**config.mk**
```make
export PLATFORM = sky130hd
export DESIGN_NAME = block_out_packetizer
export DESIGN_NICKNAME = d
export VERILOG_FILES = /design/src/rtl/block_out_packetizer_pkg.sv /design/src/rtl/sync_byte_fifo.sv /design/src/rtl/block_out_packetizer.sv
export SDC_FILE = /design/constraint.sdc
export NUM_CORES = 1
export LEC_CHECK = 0
export ABC_AREA = 1
export CAP_MARGIN = 20
export CORE_ASPECT_RATIO = 0.7
export CORE_MARGIN = 2
export CORE_UTILIZATION = 50
export DETAILED_ROUTE_END_ITERATION = 8
export PLACE_DENSITY = 0.73
export SLEW_MARGIN = 20
export SYNTH_ARGS = -nofsm -noshare
export SYNTH_HDL_FRONTEND = slang
export SYNTH_SLANG_ARGS = --single-unit
```
**constraint.sdc**
```tcl
create_clock -name uc_clk -period 5.8 [get_ports uc_clk]
set_clock_uncertainty 0.15 [all_clocks]
set_input_delay 1.16 -clock uc_clk [delete_from_list [all_inputs] [get_ports uc_clk]]
set_output_delay 1.16 -clock uc_clk [all_outputs]
set_load 0.03 [all_outputs]
```
**src/rtl/block_out_packetizer_pkg.sv**
```systemverilog
// Shared widths and FSM encodings for the host-bound block-out packetizer.
package block_out_packetizer_pkg;

  localparam int unsigned UC_DATAIN_W  = 8;
  localparam int unsigned UC_DATAOUT_W = 8;
  localparam int unsigned EPT_LENGTH_W = 8;

  typedef enum logic [1:0] {
    StIdle  = 2'd0,
    StArm   = 2'd1,
    StSend  = 2'd2,
    StDrain = 2'd3
  } state_e;

endpackage

```
**src/rtl/sync_byte_fifo.sv**
```systemverilog
// First-word-fall-through byte FIFO with single-step discard of several head entries.
module sync_byte_fifo
  import block_out_packetizer_pkg::*;
#(
  parameter int unsigned DEPTH = 32,
  localparam int unsigned AW = $clog2(DEPTH),
  localparam int unsigned CW = AW + 1
) (
  input  logic                    clk,
  input  logic                    rst,
  input  logic                    push,
  input  logic                    pop,
  input  logic                    drop,
  input  logic [CW-1:0]           drop_cnt,
  input  logic [UC_DATAIN_W-1:0]  din,
  output logic [UC_DATAOUT_W-1:0] dout,
  output logic                    full,
  output logic                    empty,
  output logic [CW-1:0]           count
);

  logic [UC_DATAIN_W-1:0] r_mem [DEPTH];
  logic [AW-1:0]          r_wr_ptr;
  logic [AW-1:0]          r_rd_ptr;
  logic [CW-1:0]          r_count;
  logic                   w_push;
  logic                   w_pop;
  logic [CW-1:0]          w_dec;

  always_comb begin
    full   = (r_count == CW'(DEPTH));
    empty  = (r_count == '0);
    w_push = push & ~full;
    w_pop  = pop & ~empty & ~drop;
    w_dec  = drop ? drop_cnt : (w_pop ? CW'(1) : '0);
    dout   = empty ? '0 : r_mem[r_rd_ptr];
    count  = r_count;
  end

  always_ff @(posedge clk) begin
    if (w_push) begin
      r_mem[r_wr_ptr] <= din;
    end
  end

  always_ff @(posedge clk) begin
    if (rst) begin
      r_wr_ptr <= '0;
      r_rd_ptr <= '0;
      r_count  <= '0;
    end else begin
      if (w_push) begin
        r_wr_ptr <= r_wr_ptr + AW'(1);
      end
      // Low bits of the discard count suffice: pointers wrap modulo DEPTH.
      r_rd_ptr <= r_rd_ptr + w_dec[AW-1:0];
      r_count  <= r_count + CW'(w_push) - w_dec;
    end
  end

endmodule

```
**src/rtl/block_out_packetizer.sv**
```systemverilog
// Buffers core bytes and launches block-out packets on full size, producer idle or flush.
module block_out_packetizer
  import block_out_packetizer_pkg::*;
#(
  parameter int unsigned DEPTH        = 32,
  parameter int unsigned PKT_MAX      = 16,
  parameter int unsigned IDLE_TIMEOUT = 1024,
  parameter int unsigned XFER_TIMEOUT = 65535,
  localparam int unsigned CW = $clog2(DEPTH) + 1
) (
  input  logic                    uc_clk,
  input  logic                    uc_reset,
  input  logic [UC_DATAIN_W-1:0]  wr_data,
  input  logic                    wr_en,
  output logic                    wr_full,
  input  logic                    flush,
  output logic                    start_transfer,
  output logic [EPT_LENGTH_W-1:0] uc_length,
  output logic [UC_DATAOUT_W-1:0] transfer_to_host,
  input  logic                    transfer_ready,
  input  logic                    transfer_busy,
  output logic [CW-1:0]           fifo_count,
  output logic                    overflow,
  output logic                    xfer_error,
  output logic                    pkt_active
);

  localparam int unsigned IW = $clog2(IDLE_TIMEOUT + 1);
  localparam int unsigned XW = $clog2(XFER_TIMEOUT + 1);

  state_e                  r_state;
  state_e                  w_state_next;
  logic [EPT_LENGTH_W-1:0] r_len;
  logic [EPT_LENGTH_W-1:0] r_rem;
  logic [IW-1:0]           r_idle_cnt;
  logic [XW-1:0]           r_xto_cnt;
  logic [CW-1:0]           r_flush_cnt;
  logic                    r_overflow;
  logic                    r_xfer_error;
  logic                    w_empty;
  logic                    w_pop;
  logic                    w_abort;
  logic                    w_launch;
  logic [CW-1:0]           w_dec;
  logic [EPT_LENGTH_W-1:0] w_len;

  sync_byte_fifo #(
    .DEPTH (DEPTH)
  ) u_fifo (
    .clk      (uc_clk),
    .rst      (uc_reset),
    .push     (wr_en),
    .pop      (w_pop),
    .drop     (w_abort),
    .drop_cnt (w_dec),
    .din      (wr_data),
    .dout     (transfer_to_host),
    .full     (wr_full),
    .empty    (w_empty),
    .count    (fifo_count)
  );

  always_comb begin
    w_state_next = r_state;
    w_len    = (fifo_count >= CW'(PKT_MAX)) ? EPT_LENGTH_W'(PKT_MAX)
                                            : EPT_LENGTH_W'(fifo_count);
    w_pop    = (r_state == StSend) && transfer_ready && (r_rem != '0);
    w_abort  = (r_state == StSend) && !transfer_ready && (r_xto_cnt == XW'(XFER_TIMEOUT));
    w_launch = (r_state == StIdle) && !w_empty &&
               ((fifo_count >= CW'(PKT_MAX)) || (r_idle_cnt == IW'(IDLE_TIMEOUT)) ||
                (r_flush_cnt != '0));
    w_dec    = w_pop ? CW'(1) : (w_abort ? CW'(r_rem) : '0);
    unique case (r_state)
      StIdle:  if (w_launch) w_state_next = StArm;
      StArm:   w_state_next = StSend;
      StSend: begin
        if (w_abort) w_state_next = StIdle;
        else if (w_pop && (r_rem == EPT_LENGTH_W'(1))) w_state_next = StDrain;
      end
      StDrain: if (!transfer_busy) w_state_next = StIdle;
      default: w_state_next = StIdle;
    endcase
  end

  always_ff @(posedge uc_clk) begin
    if (uc_reset) begin
      r_state      <= StIdle;
      r_len        <= '0;
      r_rem        <= '0;
      r_idle_cnt   <= '0;
      r_xto_cnt    <= '0;
      r_flush_cnt  <= '0;
      r_overflow   <= 1'b0;
      r_xfer_error <= 1'b0;
    end else begin
      r_state <= w_state_next;
      if (w_launch) begin
        r_len <= w_len;
        r_rem <= w_len;
      end else if (w_abort) begin
        r_rem <= '0;
      end else if (w_pop) begin
        r_rem <= r_rem - EPT_LENGTH_W'(1);
      end
      if (wr_en) begin
        r_idle_cnt <= '0;
      end else if (!w_empty && (r_idle_cnt != IW'(IDLE_TIMEOUT))) begin
        r_idle_cnt <= r_idle_cnt + IW'(1);
      end
      if ((r_state == StSend) && !transfer_ready && !w_abort) begin
        r_xto_cnt <= r_xto_cnt + XW'(1);
      end else begin
        r_xto_cnt <= '0;
      end
      // Flush covers only the bytes buffered when it arrives; later pushes wait for idle.
      if (flush && !w_empty) begin
        r_flush_cnt <= fifo_count - w_dec;
      end else if (r_flush_cnt > w_dec) begin
        r_flush_cnt <= r_flush_cnt - w_dec;
      end else begin
        r_flush_cnt <= '0;
      end
      r_overflow   <= r_overflow | (wr_en & wr_full);
      r_xfer_error <= r_xfer_error | w_abort;
    end
  end

  always_comb begin
    start_transfer = (r_state == StArm);
    pkt_active     = (r_state != StIdle);
    uc_length      = r_len;
    overflow       = r_overflow;
    xfer_error     = r_xfer_error;
  end

endmodule

```
* After elaboration in Yosys (flattened, before gate mapping)
Memory sizes are Yosys's and may differ from the RTL's. A register that Yosys moved wholly into a read port is not among the register bits.
Cells that the tools add are included.
** Storage, ports and cells
- Register bits after elaboration :: 69
- RAM bits :: 256
- Output and inout port bits :: 27
- Memories kept :: 1
** Cells by class
- Add/sub/neg operators :: 9
- Magnitude comparators :: 2
- Eq/ne operators :: 11
- Multiplexer cells :: 19
- Bitwise logic cells :: 10
- Reductions and logical operators :: 24
** Memory list
- u_fifo.r_mem :: words 32, width 8, read ports 1, clocked after memory_dff 1, wr ports 1, RTL line sync_byte_fifo.sv:22 : logic [UC_DATAIN_W-1:0] r_mem [DEPTH];
** Operators with widths (number)
- $mux 6 :: 6
- $mux 8 :: 4
- $sub 6x6->6 :: 3
- $add 16x1->16 const B :: 1
- $eq 16x16->1 const B :: 1
- $add 11x1->11 const B :: 1
- $eq 11x11->1 const B :: 1
- $ne 11x11->1 const B :: 1
- $logic_and 1x1->1 :: 10
- $eq 8x1->1 const B :: 1
- $mux 2 :: 4
- $pmux 2 s4 :: 1
- $reduce_bool 8->1 :: 1
- $sub 8x1->8 const B :: 1
- $add 6x1->6 :: 1
- $eq 6x6->1 const B :: 1
- $ge 6x5->1 const B :: 1
- $gt 6x6->1 :: 1
- $logic_not 6->1 :: 1
- $reduce_bool 6->1 :: 1
- $add 5x1->5 const B :: 1
- $add 5x5->5 :: 1
- $mux 5 :: 1
- $and 1x1->1 :: 4
- other kinds (14) :: 26

* Depth between registers and ports, before layout
Gate-level depths: netlist of the first run.
- Depth in word-level cells :: 9
- Mapped depth :: 19
- Depth with buffers taken out :: 19

* Cells and area by module
A second synthesis of the first run with hierarchy kept.
** Unflattened totals
- Cells, all modules :: 1471
- Area total of the unflattened synthesis :: 14811.7 um^2
** By module, submodules not included
- sync_byte_fifo :: instances 1, cells each 1043, area each 11608.6 um^2
- block_out_packetizer :: instances 1, cells each 428, area each 3203.1 um^2

* Worst setup path before layout of the first run
OpenSTA, ideal clock, no wires.
- Path kind :: input port to flip-flop
- Start :: input port transfer_ready
- End :: register u_fifo.r_count[4], in the netlist u_fifo.count[4]
- Arrival time :: 3180 ps
- Setup slack :: 2400 ps
- Stages on the path :: 16
- Path buffers :: 0
- Path through :: inv_1 nor2_1 o21ai_4 o21ai_1 o21ai_1 inv_1 ha_1 inv_1 ha_1 fa_1 nand2_1 inv_1 or2_2 a21oi_1 o21ai_0 a21oi_1
** On the way
- Cells in the longest elaborated chain, start to end :: 8
- Elaborated cells between the ends (all ways) :: 13
** RTL lines
- start: declaration :: RTL line block_out_packetizer.sv:20 : input logic transfer_ready,
- $logic_not 1->1 :: RTL line block_out_packetizer.sv:68 : w_abort = (r_state == StSend) && !transfer_ready && (r_xto_cnt == XW'(XFER_TIMEOUT));
- $logic_and 1x1->1 (2 in series) :: RTL line block_out_packetizer.sv:68
- $not 1->1 :: RTL line sync_byte_fifo.sv:34 : w_pop = pop & ~empty & ~drop;
- $and 1x1->1 :: RTL line sync_byte_fifo.sv:34
- $mux 1 :: RTL line sync_byte_fifo.sv:35 : w_dec = drop ? drop_cnt : (w_pop ? CW'(1) : '0);
- $mux 6 (*) :: RTL line sync_byte_fifo.sv:35
- $sub 6x6->6 (*) :: RTL line sync_byte_fifo.sv:57 : r_count <= r_count + CW'(w_push) - w_dec;
- end signal: assignment :: RTL line sync_byte_fifo.sv:57
- end: declaration :: RTL line sync_byte_fifo.sv:25 : logic [CW-1:0] r_count;
Every way passes the cells marked *; elsewhere a longest branch is shown, timed or not.
A chain may end at the register's enable or synchronous reset.

==> results.yml, run 1 <==
worst_setup_path:
  cp-end-kind: "output pin"
  path_max_fanout: 71
  start_kind: "register"
  crit_path_end: "transfer_to_host[5]"
  critical_path.startpoint: "u_fifo.r_rd_ptr[0]"
  cp_common_cell: "nor2_1"
  worst_path_largest_cell_delay_ps: 700
  reg2reg_setup_slack_ps: 2180
  path_cells: "clkinv_2, buf_4, o21ai_0, o221ai_1, nand3_1, nand2_1, nor2_1, nor2_1, clkdlybuf4s50_1"
  cp.required_ps: 4490
  rr_worst_depth: 14
  slowest_stage: "clkdlybuf4s50_1"
  crit_type: "reg -> out"
  r2r_end: "u_fifo.count[4]"
  worstReg2RegStart: "u_fifo.count[4]"
  worstPathArrival_ps: 3640
clock_tree:
  hold_buffers: 0
  cts_max_level: 1
  clkSlewWorstSetupHoldPaths_ps: 60
  cts_buffer_depth: 3
  clkLatencyLatePin_ps: 590
  cts_setup_buffers: 0
  cts_resized: 0
  tritoncts: "done"
  clock-root-buffer: "clkbuf_16"
  cts.sinks: 323
  tritoncts.num_buffers: 31
die:
  std_cell_rows: 51
  die_height_um: 145
  initial_core_util: 0.512
  die_x_um: 206
  coreArea_um2: 27900
  dieArea_um2: 30000
  num_io_pins: 41
global_routing:
  grt_max_degree: 75
  grt_pass1_vias: 9539
  overflow: 0
  grt_first_pass_wirelength_mm: 54.3
  antenna_found_initial: 1
  grt_usage: 0.234
layout:
  area_growth_pct: 12.3
  stdcell_count: 1786
  register_area_um2: 9030
  multi_input_comb_area_um2: 4630
  fin_nets: 1444
  fillers: 2308
  num_antenna_cells: 0
  drive_gt1_frac: 0.0777
sta:
  slew_viol_final: 0
  setup_viol: 0
  grt_setup_unrepaired: "no"
  setup_ws_ps: 848
  slew_headroom: 0.268
  hold_viol: 0
  worst_pin_slew_ps: 1100
  min_period_ps: 4950
  fin_crit_sh: 0.854
  fin_tns_setup_ps: 0
  fmax_mhz: 202
yosys:
  syn_inst: 1363
  synth_top_area_share: 0.538
  synth_cell_types: 44
  yosysTopAreaCell: "edfxtp_1"
  synth_common_cells: "edfxtp_1 (256), nor2_1 (242), nand2_1 (186)"
  yosys.cell_count.top_type: "edfxtp_1"
  synth_edf_count: 256
  synth_seq_cells: 323
  synth_area_um2: 14300
  synthTopCellsByArea: "edfxtp_1 (54%), dfxtp_1 (9.4%), nor2_1 (6.4%)"
  synth_ff_type: "edfxtp_1"
  avgSynthCellArea_um2: 10.5
  ys_warn_count: 0
  seq_area_frac_synth: 0.632
  ys_async_sr_fraction: 0
routing:
  drc_errors: 0
  wl_per_cell_um: 19.3
  drt-total-wl_mm: 34.5
  route.vias.total: 10200
  firstDrtPassIters: 5
  avgViaCountPerCell: 5.71
  final_antenna_net_count: 0
  drt_iter0_drc: 1312
pwr:
  vdd_ir_drop_max_uv: 243
  power_density_nw_per_um2: 392
  power_leakage_nw: 5.76
placement:
  hpwl_mm: 22.1
  dp_slack_ps: 1580
  place_congestion: 0.881
  dp_cells: 1728
  numPortBuffers: 38
outcome:
  status: "complete, no violations"
run:
  drv_cap: 0
min_path:
  worstHoldPathType: "reg -> reg"
[worst max-delay path: cells and delay by family, from the launching register on]
family,cells,cell delay (ps)
DFF,1,560
and+or+nand+nor,4,440
buffers and inverters,3,1320
AOI/OAI and AO/OA,2,680
[cell type report]
class	count	share of cell area
flip-flops and latches	323	0.562
repair buffers	56	0.0321
well taps	371	0.0289
multi-input cells	886	0.288
clock buffers	47	0.0558
clock inverters	11	0.0109
inverters	92	0.0217
[registers in the layout, indices dropped and copies added (netlist names)]
| name | cells |
|---|---|
| u_fifo.r_wr_ptr | 5 |
| r_rem | 8 |
| xfer_error | 1 |
| u_fifo.r_mem | 256 |
| r_state | 2 |
| u_fifo.count | 6 |
| uc_length | 6 |
| r_idle_cnt | 11 |
| u_fifo.r_rd_ptr | 5 |
| overflow | 1 |
| r_xto_cnt | 16 |
| r_flush_cnt | 6 |
[worst min path at each step]
stage	depth (start not counted)	endpoint	slack, ps	from
after floorplan	1	r_xto_cnt[0]	270	r_xto_cnt[0]
after global placement	1	r_xto_cnt[0]	280	r_xto_cnt[0]
after detailed placement	2	uc_length[5]	290	uc_length[5]
after CTS	2	uc_length[5]	300	uc_length[5]
after global routing	1	r_xto_cnt[0]	320	r_xto_cnt[0]
final	2	uc_length[5]	300	uc_length[5]
[power breakdown]
part           switching, W  internal (W)
combinational      0.000988      0.000505
clock              0.000869       0.00125
sequential        0.0000995       0.00259
total               0.00196       0.00434
[metal layers]
layer  GRT usage  vias to the layer above  wire length [um]
met2       0.320                      425             14200
li1            -                     4818                 -
met1       0.371                     4892             16300
met5           0                        -                12
met4      0.0450                        2               620
met3      0.0620                       55              3450
[placed cells by master (no fill, tap or decap), types with 10 or more instances in the layout]
cell             netlist  final
xor2_1                16     16
edfxtp_1             256    256
clkbuf_1              30     10
o21ai_1               26     26
o21ai_0              102    102
nand3_1               92     92
buf_4                  8     18
o211ai_1              16     16
nor2_1               242    242
inv_2                 11     10
nand2_1              186    186
clkbuf_16              0     31
a21oi_1               61     61
ha_1                  36     36
inv_1                 79     79
nand4_1               11     11
dfxtp_1               67     65
o221ai_1              32     32
clkdlybuf4s50_1        0     38
[cells by family after synthesis]
group,count (synthesis),synth area share
other,1,0.000262
adders and majority gates,40,0.0371
DFF,323,0.632
xor gates and xnor gates,19,0.0116
AOI/OAI and AO/OA,251,0.102
buffers and inverters,155,0.0449
and+or+nand+nor,574,0.173
[metrics by stage]
stage | area [um^2] | hold slack (ps) | util | total power (W)
2_1_floorplan | 14300 | 268 | - | 0.00376
3_3_place_gp | 15000 | 281 | 0.536 | 0.00419
3_5_place_dp | 15000 | 293 | 0.536 | 0.00421
4_1_cts | 16100 | 303 | 0.575 | 0.00631
5_1_grt | 16100 | 324 | 0.575 | 0.00660
6_report | 16100 | 301 | 0.575 | 0.00630
Power figures use the tool's default switching activity.
==> inputs of run 2 (changes only) <==
--- a/config.mk
+++ b/config.mk
@@ -15,4 +15,5 @@
 export SLEW_MARGIN = 20
 export SYNTH_ARGS = -nofsm -noshare
 export SYNTH_HDL_FRONTEND = slang
+export SYNTH_HIERARCHICAL = 1
 export SYNTH_SLANG_ARGS = --single-unit
==> results.yml, run 2 <==
layout:
  final_cell_mix: "nand2_1 (413), edfxtp_1 (256), nand3_1 (220), nor2_1 (118), inv_1 (82)"
  largestRegisters: "u_fifo/r_mem x256, r_xto_cnt x16, r_idle_cnt x11"
  num_antenna_cells: 0
  largest_register_ffs: 256
  fillers: 2396
  area_growth_pct: 10.7
  top_register: "u_fifo/r_mem"
  drive_gt1_frac: 0.0801
  mostFrequentLayoutCell: "nand2_1"
  fin_nets: 1554
routing:
  met2_length_mm: 14.8
  drt-total-wl_mm: 33.8
  wl_per_cell_um: 17.8
  wl_met3_mm: 2.95
  final_antenna_net_count: 0
  maxUsedRoutingLayer: "met4"
  firstDrtPassIters: 8
  route.vias.total: 10500
  drt_iter0_drc: 1146
  m1WireLength_mm: 15.4
  avgViaCountPerCell: 5.54
  drc_errors: 0
pwr:
  p_sw_frac: 0.311
  pwr-share-clk: 0.325
  p_int_w: 0.00423
  p_sw_w: 0.00191
  p_comb_frac: 0.241
  power_density_nw_per_um2: 374
  seq_power_share: 0.434
  vdd_ir_drop_max_uv: 225
  power_leakage_nw: 6.13
sta:
  fmax_mhz: 215
  fin_crit_sh: 0.803
  hold_viol: 0
  setup_ws_ps: 1150
  min_period_ps: 4650
  slew_viol_final: 0
  fin_tns_setup_ps: 0
  setup_viol: 0
  slew_headroom: 0.444
  grt_setup_unrepaired: "no"
  hold_slack_ps: 295
  worst_pin_slew_ps: 834
yosys:
  syn_inst: 1471
  synth_cell_types: 50
  ys_warn_count: 6
  synth_ff_type: "edfxtp_1"
  synthTopCellsByArea: "edfxtp_1 (52%), nand2_1 (10%), dfxtp_1 (9.1%)"
  yosys.cell_count.top_type: "nand2_1"
  yosysTopAreaCell: "edfxtp_1"
  synth_area_um2: 14800
  avgSynthCellArea_um2: 10.1
  synth_edf_count: 256
  synth_common_cells: "nand2_1 (413), edfxtp_1 (256), nand3_1 (220)"
  synth_seq_cells: 323
  seq_area_frac_synth: 0.610
  synth_top_area_share: 0.519
  ys_async_sr_fraction: 0
worst_setup_path:
  worst_path_largest_cell_delay_ps: 700
  cp-end-kind: "output pin"
  cp_common_cell: "nand2_1"
  worstPathArrival_ps: 3340
  reg2reg_setup_slack_ps: 2170
  path_max_fanout: 48
  worstReg2RegStart: "r_xto_cnt[0]"
  cp.required_ps: 4490
  path_cells: "clkinv_2, buf_4, nand2_1, nand3_1, nand3_1, nand2_1, nand2_1, nand3_1, nand2_1, nor2_1, clkdlybuf4s50_1"
  crit_type: "reg -> out"
  slowest_stage: "clkdlybuf4s50_1"
  start_kind: "register"
  rr_worst_depth: 17
  r2r_end: "u_fifo/count[4]"
outcome:
  status: "complete, no violations"
global_routing:
  antenna_found_initial: 0
  grt_usage: 0.219
  grt_first_pass_wirelength_mm: 53.4
  grt_max_degree: 130
  grt_pass1_vias: 9894
  overflow: 0
die:
  die_height_um: 148
  die_x_um: 210
  dieArea_um2: 31000
  coreArea_um2: 29000
  initial_core_util: 0.510
  std_cell_rows: 52
  num_io_pins: 41
placement:
  numPortBuffers: 38
  hpwl_mm: 21.1
  dp_slack_ps: 1450
  place_congestion: 0.913
clock_tree:
  cts_setup_buffers: 0
  tritoncts.num_buffers: 31
  hold_buffers: 0
  cts_buffer_depth: 3
  cts_resized: 0
  cts_max_level: 1
  clock-root-buffer: "clkbuf_16"
  cts.sinks: 323
  clkLatencyLatePin_ps: 560
  tritoncts: "done"
  clkSlewWorstSetupHoldPaths_ps: 60
min_path:
  worstHoldPathType: "reg -> reg"
  min_to: "uc_length[5]"
  hp-start: "uc_length[5]"
  hold_depth: 2
run:
  drv_cap: 0
[run 2: changes by cell type in the layout (fill, tap and decap cells not counted), moves of 6 or more]
cell / change
o31ai_1: -6
a21oi_1: -9
o221ai_1: -32
clkbuf_8: -6
nor2_1: -124
clkbuf_1: -8
nand3_1: +128
o21ai_0: -65
nor3_1: +8
nand2_1: +227
o211ai_1: -15
o21ai_1: -17
[run 2: how the worst max path moves through the flow]
stage	from	endpoint	slack, ps	cells past startpoint
6_report	u_fifo/r_rd_ptr[0]	transfer_to_host[5]	1150	11
5_1_grt	u_fifo/r_rd_ptr[0]	transfer_to_host[5]	980	11
4_1_cts	u_fifo/r_rd_ptr[0]	transfer_to_host[7]	1150	11
3_5_place_dp	transfer_ready	u_fifo/count[4]	1450	14
3_3_place_gp	transfer_ready	u_fifo/count[4]	1540	14
2_1_floorplan	transfer_ready	u_fifo/count[4]	2250	14
[run 2: routing by layer]
layer	GRT usage	up-vias
li1	-	5039
met1	0.332	5003
met2	0.333	433
met3	0.0346	54
met4	0.0496	0
met5	0	-
[run 2: final cells by class]
| type | count | area [um^2] | area share |
|---|---|---|---|
| Sequential cell | 323 | 9030 | 0.551 |
| Inverter | 97 | 375 | 0.0229 |
| Timing Repair Buffer | 55 | 520 | 0.0317 |
| Tap cell | 378 | 473 | 0.0288 |
| Clock inverter | 23 | 225 | 0.0137 |
| Multi-Input combinational cell | 992 | 4990 | 0.304 |
| Clock buffer | 33 | 783 | 0.0478 |
[run 2: stage by stage]
stage / total power, W / instances / instance area (um^2) / utilization
floorplan: 0.00375 / 1472 / 14800 / -
global placement: 0.00414 / 1845 / 15400 / 0.530
detailed placement: 0.00417 / 1845 / 15400 / 0.530
CTS: 0.00616 / 1901 / 16400 / 0.565
global route: 0.00643 / 1901 / 16400 / 0.565
finish: 0.00614 / 1901 / 16400 / 0.565
[run 2: cells by family after synthesis]
| family | count (synthesis) | synth area share |
|---|---|---|
| AND/OR/NAND/NOR | 814 | 0.245 |
| AO/OA/AOI/OAI | 114 | 0.0429 |
| other | 1 | 0.000253 |
| flip-flops | 323 | 0.610 |
| XOR/XNOR | 22 | 0.0130 |
| adder cells (fa/ha/maj) | 40 | 0.0358 |
| buffers and inverters | 157 | 0.0539 |
[run 2: critical path, delay by kind of cell, from the launching register on]
family / cells / cell delay [ps]
buffers and inverters: 3 / 1530
AND/OR/NAND/NOR: 8 / 860
flip-flops: 1 / 350
[run 2: power by group through the flow]
stage          logic, W  clock network, W  registers (W)
2_1_floorplan   0.00102                 0        0.00274
3_3_place_gp    0.00143                 0        0.00271
6_report        0.00148           0.00200        0.00266
3_5_place_dp    0.00145                 0        0.00271
5_1_grt         0.00163           0.00212        0.00268
4_1_cts         0.00147           0.00203        0.00266
